[config.mk]
export PLATFORM = sky130hd
export DESIGN_NAME = layer0_patch_scheduler
export DESIGN_NICKNAME = d
export VERILOG_FILES = /design/src/rtl/layer0_patch_scheduler.sv
export SDC_FILE = /design/constraint.sdc
export NUM_CORES = 1
export LEC_CHECK = 0
export BUFFER_PORTS_ARGS = -buffer_cell sky130_fd_sc_hd__buf_4
export CAP_MARGIN = 5
export CORE_AREA = 3 3 64 66
export DETAILED_ROUTE_END_ITERATION = 10
export DIE_AREA = 0 0 67 69
export GPL_ROUTABILITY_DRIVEN = 0
export PLACE_DENSITY = 0.76
export SKIP_CTS_REPAIR_TIMING = 1
export SYNTH_ARGS = -nofsm -noshare
export SYNTH_HDL_FRONTEND = slang
export SYNTH_SLANG_ARGS = --single-unit
[constraint.sdc]
create_clock -name clk -period 3.9 [get_ports clk]
set_clock_uncertainty 0.1 [all_clocks]
set_input_delay 0.39 -clock clk [delete_from_list [all_inputs] [get_ports clk]]
set_output_delay 0.39 -clock clk [all_outputs]
set_load 0.1 [all_outputs]
[src/rtl/layer0_patch_scheduler.sv]
// rtl/layer0_patch_scheduler.sv - sequences layer-0 patch extractor and PE array over all blocks
// Optional stall watchdog: define LAYER0_SCHED_WATCHDOG_EN.
module layer0_patch_scheduler #(
  parameter int NUM_BLOCKS_X    = 8,
  parameter int NUM_BLOCKS_Y    = 8,
  parameter int FILTER_GROUPS   = 4,
  parameter int WATCHDOG_CYCLES = 4096,
  localparam int GW = (FILTER_GROUPS > 1) ? $clog2(FILTER_GROUPS) : 1,
  localparam int XW = (NUM_BLOCKS_X > 1) ? $clog2(NUM_BLOCKS_X) : 1,
  localparam int YW = (NUM_BLOCKS_Y > 1) ? $clog2(NUM_BLOCKS_Y) : 1
) (
  input  logic          clk,
  input  logic          reset,
  input  logic          layer_start,
  output logic          layer_busy,
  output logic          layer_done,
  output logic          ext_start,
  output logic          ext_next,
  input  logic          ext_block_ready,
  input  logic          ext_complete,
  output logic          pe_start,
  output logic [GW-1:0] pe_group,
  input  logic          pe_done,
  output logic [XW-1:0] blk_x,
  output logic [YW-1:0] blk_y,
  output logic [15:0]   blocks_done,
  output logic          error
);

  localparam logic [GW-1:0] LAST_G = GW'(FILTER_GROUPS - 1);
  localparam logic [XW-1:0] LAST_X = XW'(NUM_BLOCKS_X - 1);
  localparam logic [YW-1:0] LAST_Y = YW'(NUM_BLOCKS_Y - 1);

  typedef enum logic [3:0] {
    S_IDLE, S_KICK, S_WAIT_BLOCK, S_ISSUE, S_WAIT_PE,
    S_ADVANCE, S_DRAIN, S_DONE, S_ERR
  } state_t;

  state_t        r_state;
  state_t        w_next_state;
  logic [GW-1:0] r_pe_group;
  logic [XW-1:0] r_blk_x;
  logic [YW-1:0] r_blk_y;
  logic [15:0]   r_blocks_done;
  logic          w_last_group;
  logic          w_last_x;
  logic          w_last_block;
  logic          w_wd_expire;

  assign w_last_group = (r_pe_group == LAST_G);
  assign w_last_x     = (r_blk_x == LAST_X);
  assign w_last_block = w_last_x && (r_blk_y == LAST_Y);

`ifdef LAYER0_SCHED_WATCHDOG_EN
  localparam int WDW = $clog2(WATCHDOG_CYCLES + 1);
  logic [WDW-1:0] r_wd_cnt;
  logic           w_waiting;

  assign w_waiting = (r_state == S_WAIT_BLOCK) || (r_state == S_WAIT_PE) || (r_state == S_DRAIN);

  // Count restarts on every state change so each wait gets the full budget.
  always_ff @(posedge clk) begin
    if (reset || (w_next_state != r_state)) begin
      r_wd_cnt <= '0;
    end else if (w_waiting) begin
      r_wd_cnt <= r_wd_cnt + 1'b1;
    end
  end

  assign w_wd_expire = (r_wd_cnt == WDW'(WATCHDOG_CYCLES - 1));
  assign error       = (r_state == S_ERR);
`else
  assign w_wd_expire = 1'b0;
  assign error       = 1'b0;
`endif

  always_ff @(posedge clk) begin
    if (reset) begin
      r_state <= S_IDLE;
    end else begin
      r_state <= w_next_state;
    end
  end

  always_comb begin
    w_next_state = r_state;
    case (r_state)
      S_IDLE:       if (layer_start) w_next_state = S_KICK;
      // Extractor still in COMPLETE from the previous layer: hold start until it clears.
      S_KICK:       if (!ext_complete) w_next_state = S_WAIT_BLOCK;
      S_WAIT_BLOCK: begin
        if (ext_block_ready) w_next_state = S_ISSUE;
        else if (w_wd_expire) w_next_state = S_ERR;
      end
      S_ISSUE:      w_next_state = S_WAIT_PE;
      S_WAIT_PE: begin
        if (pe_done) w_next_state = w_last_group ? S_ADVANCE : S_ISSUE;
        else if (w_wd_expire) w_next_state = S_ERR;
      end
      S_ADVANCE:    w_next_state = w_last_block ? S_DRAIN : S_WAIT_BLOCK;
      S_DRAIN: begin
        if (ext_complete) w_next_state = S_DONE;
        else if (w_wd_expire) w_next_state = S_ERR;
      end
      S_DONE:       w_next_state = S_IDLE;
      S_ERR:        w_next_state = S_ERR;
      default:      w_next_state = S_IDLE;
    endcase
  end

  always_ff @(posedge clk) begin
    if (reset) begin
      r_pe_group    <= '0;
      r_blk_x       <= '0;
      r_blk_y       <= '0;
      r_blocks_done <= '0;
    end else begin
      case (r_state)
        S_IDLE: begin
          if (layer_start) begin
            r_pe_group    <= '0;
            r_blk_x       <= '0;
            r_blk_y       <= '0;
            r_blocks_done <= '0;
          end
        end
        S_WAIT_PE: begin
          if (pe_done) begin
            if (w_last_group) begin
              r_pe_group <= '0;
              if (r_blocks_done != 16'hFFFF) r_blocks_done <= r_blocks_done + 16'd1;
            end else begin
              r_pe_group <= r_pe_group + 1'b1;
            end
          end
        end
        S_ADVANCE: begin
          if (!w_last_block) begin
            if (w_last_x) begin
              r_blk_x <= '0;
              r_blk_y <= r_blk_y + 1'b1;
            end else begin
              r_blk_x <= r_blk_x + 1'b1;
            end
          end
        end
        default: ;
      endcase
    end
  end

  always_comb begin
    layer_busy = (r_state != S_IDLE) && (r_state != S_ERR);
    ext_start  = (r_state == S_KICK);
    ext_next   = (r_state == S_ADVANCE);
    pe_start   = (r_state == S_ISSUE);
    layer_done = (r_state == S_DONE);
  end

  assign pe_group    = r_pe_group;
  assign blk_x       = r_blk_x;
  assign blk_y       = r_blk_y;
  assign blocks_done = r_blocks_done;

endmodule

==> summary.md <==
| Metric | Value |
|---|---|
| H-tree depth | `1` |
| Hold Vio Cnt, Final | `0` |
| DR vias | `1563` |
| Final setup viols | `0` |
| Slew Viols, Final | `0` |
| Ant diodes | `0` |
| CP startpoint kind | `flop` |
| Reg2reg end | `blocks_done[7]$_SDFFE_PP0P_` |
| Area leader, netlist | `dfxtp_1` |
| Final TNS setup | `0 ps` |
| Synth async-reset ratio | `0%` |
| R2r worst-path depth | `5` |
| Area growth, synth to finish | `18.0%` |
| Register area share after synthesis | `34.7%` |
| Tcrit/Tclk final | `61.5%` |
| Clock-pin slew on the worst setup and hold paths | `100 ps` |
| Post-Synthesis Cells | `203` |
| Root Buffer | `clkbuf_8` |
| Largest cells by area after synthesis | `dfxtp_1, a21oi_1, nor2_1` |
| CP arrival | `2480 ps` |
| Logic pwr share | `27.9%` |
| Initial Utilization | `44.5%` |
| Switching pwr | `0.246 mW` |
| CP Capture Type | `flop` |
| Syn_nets | `215` |
| First drt pass iteration count | `4` |
| Dpl cell area | `0.00187 mm²` |
| Unique masters post-synth | `45` |
| Cell Area, Synth | `0.00162 mm²` |
| Top-count cell post-synth | `dfxtp_1` |
| Top cells by count, synth | `dfxtp_1, a21oi_1, nor2_1, nand2_1, nand3_1` |
| Data required time of the critical path | `3980 ps` |
| Vias in the first global route | `1417` |
| Status | `finished clean` |
| Die area | `0.00462 mm²` |
| Hold crit path type | `input port to flop` |
| Max VDD drop | `139 µV` |
| DR vias/cell | `5.66` |
| Worst Max-Slew Pin Slew | `787 ps` |
| DP Worst Slack | `1580 ps` |
| Port-buffer cells | `34` |
| R2r setup slk | `1500 ps` |
| DR DRC count | `0` |
| Kind of critical path | `flop to flop` |
| IO Pins | `36` |
| Sw Share | `37.4%` |
| Antenna violation net count after detailed routing | `0` |
| Cts bufs inserted | `3` |
| Design Area, Final | `0.00191 mm²` |
| Worst Hold Endpoint | `r_state[0]$_SDFFE_PP0P_` |
| CTS tree | `yes` |
| DRT iter0 DRCs | `90` |
| Seq pwr share | `48.1%` |
| Total clock sinks | `28` |
| Power Internal | `0.412 mW` |
| Fmax | `417 MHz` |
| Clock Power Share | `24.0%` |
| Total track usage | `17.1%` |
| Die X | `67 µm` |
| Avg Cell Area, Syn | `7.96 µm²` |
| Post-synth top flop | `dfxtp_1` |
| Final critical-path required period | `2400 ps` |
| P_leak | `0.728 nW` |
| # rows | `22` |
| PnR worst setup slack | `1500 ps` |
| PwrDens | `345 mW/mm²` |
| Post-synth EDFFs | `0` |
| First-pass GRT wire length | `6510 µm` |
| Ys Warns | `0` |
| Layout cells sized above 1 | `18.0%` |
| Hold Slack | `256 ps` |
| Dpl cells | `273` |
| Post-synth top area share | `34.7%` |
| Clk buf depth | `2` |
| CORE AREA | `0.00363 mm²` |
| Cell depth of the worst hold path | `3` |
| Die Y | `69 µm` |
| Worst r2r src | `r_state[2]$_SDFFE_PP0P_` |
| Hold path start | `ext_complete` |
| FF+latch count, synth | `28` |
| Nets | `242` |
| Antenna violations before repair | `0` |
| Maximum number of pins on one net before global-route repair | `32` |
| CP max FO | `15` |
| Grt ovf | `0` |
| Routed WL | `3790 µm` |
| Wire length per cell | `13.7 µm` |
| Hpwl dp | `2620 µm` |
| Worst slew margin relative to its limit | `47.0%` |
| Final cell count without fillers | `276` |
| Maxcap violations | `0` |
| RSZ-0062 raised after global routing | `false` |
| Clk_lat worst skew | `270 ps` |
## power groups by stage
| stage | sequential [mW] | combinational [mW] | clock, mW |
|---|---|---|---|
| floorplan | 0.311 | 0.168 | 0 |
| global placement | 0.323 | 0.183 | 0 |
| detailed placement | 0.323 | 0.184 | 0 |
| CTS | 0.316 | 0.184 | 0.162 |
| global route | 0.320 | 0.199 | 0.170 |
| finish | 0.317 | 0.184 | 0.158 |
## worst max path at each step
stage	startpoint	to	cells after the start
after global placement	r_state[2]$_SDFFE_PP0P_	blocks_done[7]$_SDFFE_PP0P_	5
final	r_state[2]$_SDFFE_PP0P_	blocks_done[7]$_SDFFE_PP0P_	5
after detailed placement	r_state[2]$_SDFFE_PP0P_	blocks_done[7]$_SDFFE_PP0P_	5
after CTS	r_state[2]$_SDFFE_PP0P_	blocks_done[7]$_SDFFE_PP0P_	5
after global routing	r_state[2]$_SDFFE_PP0P_	blocks_done[7]$_SDFFE_PP0P_	5
after floorplan	blocks_done[0]$_SDFFE_PP0P_	blocks_done[7]$_SDFFE_PP0P_	7
## kinds of logic (layout without fill, tap and decap cells)
logic type                 after synthesis  count (layout)  synth area share (%)
AOI/OAI and AO/OA                       51              51                  18.8
adders and majority gates                6               6                  4.65
buffers and inverters                   17              42                  5.19
DFF                                     28              28                  34.7
muxes                                    7               7                  4.42
other                                    1               1                 0.232
and+or+nand+nor                         93              93                  32.0
## state kept, by name (all words and copies together) (netlist names)
register	cells
blk_y	3
pe_group	2
r_state	4
blocks_done	16
blk_x	3
## stage by stage
stage	total power, mW	util [%]
2_1_floorplan	0.478	-
3_3_place_gp	0.506	51.3
3_5_place_dp	0.507	51.3
4_1_cts	0.663	52.5
5_1_grt	0.688	52.5
6_report	0.658	52.5
## worst max-delay path, cell delays in order (launching register included)
cell and delay, ps:
dfxtp_1 630, nor4b_4 530, and3_2 300, and2_1 350, a31oi_1 130, a311oi_1 270
## metal layers
metal	GRT usage [%]	part of all wire, %	vias to the layer above
met5	0	0	-
met2	26.2	46	33
li1	-	-	806
met3	2.12	3.0	2
met4	5.18	0.55	0
met1	24.5	50	722
## cells in the final DEF (no fill, tap or decap), types with 2 or more instances in the layout
| cell | n |
|---|---|
| mux2i_1 | 6 |
| nor2_1 | 21 |
| or3_1 | 4 |
| or4_1 | 3 |
| a21oi_1 | 24 |
| nand3b_1 | 7 |
| nand2_1 | 17 |
| o21ai_0 | 7 |
| o21ai_1 | 3 |
| nor2b_1 | 3 |
| dfxtp_1 | 28 |
| nand4_1 | 7 |
| ha_1 | 6 |
| a31oi_1 | 3 |
| a41oi_1 | 2 |
| nor3_1 | 8 |
| buf_4 | 34 |
| clkbuf_8 | 3 |
| and3_1 | 3 |
| inv_1 | 5 |
| o41ai_1 | 2 |
| nor4_1 | 2 |
| nand3_1 | 9 |
| a311oi_1 | 2 |
## final cells by class
type / count / area, µm²
fillers: 377 / 1730
multi-input cells: 158 / 971
flip-flops and latches: 28 / 561
repair buffers: 34 / 255
well taps: 48 / 60.1
clock buffers: 3 / 41.3
inverters: 5 / 18.8
Note: power is estimated with default switching activity, not from simulation.
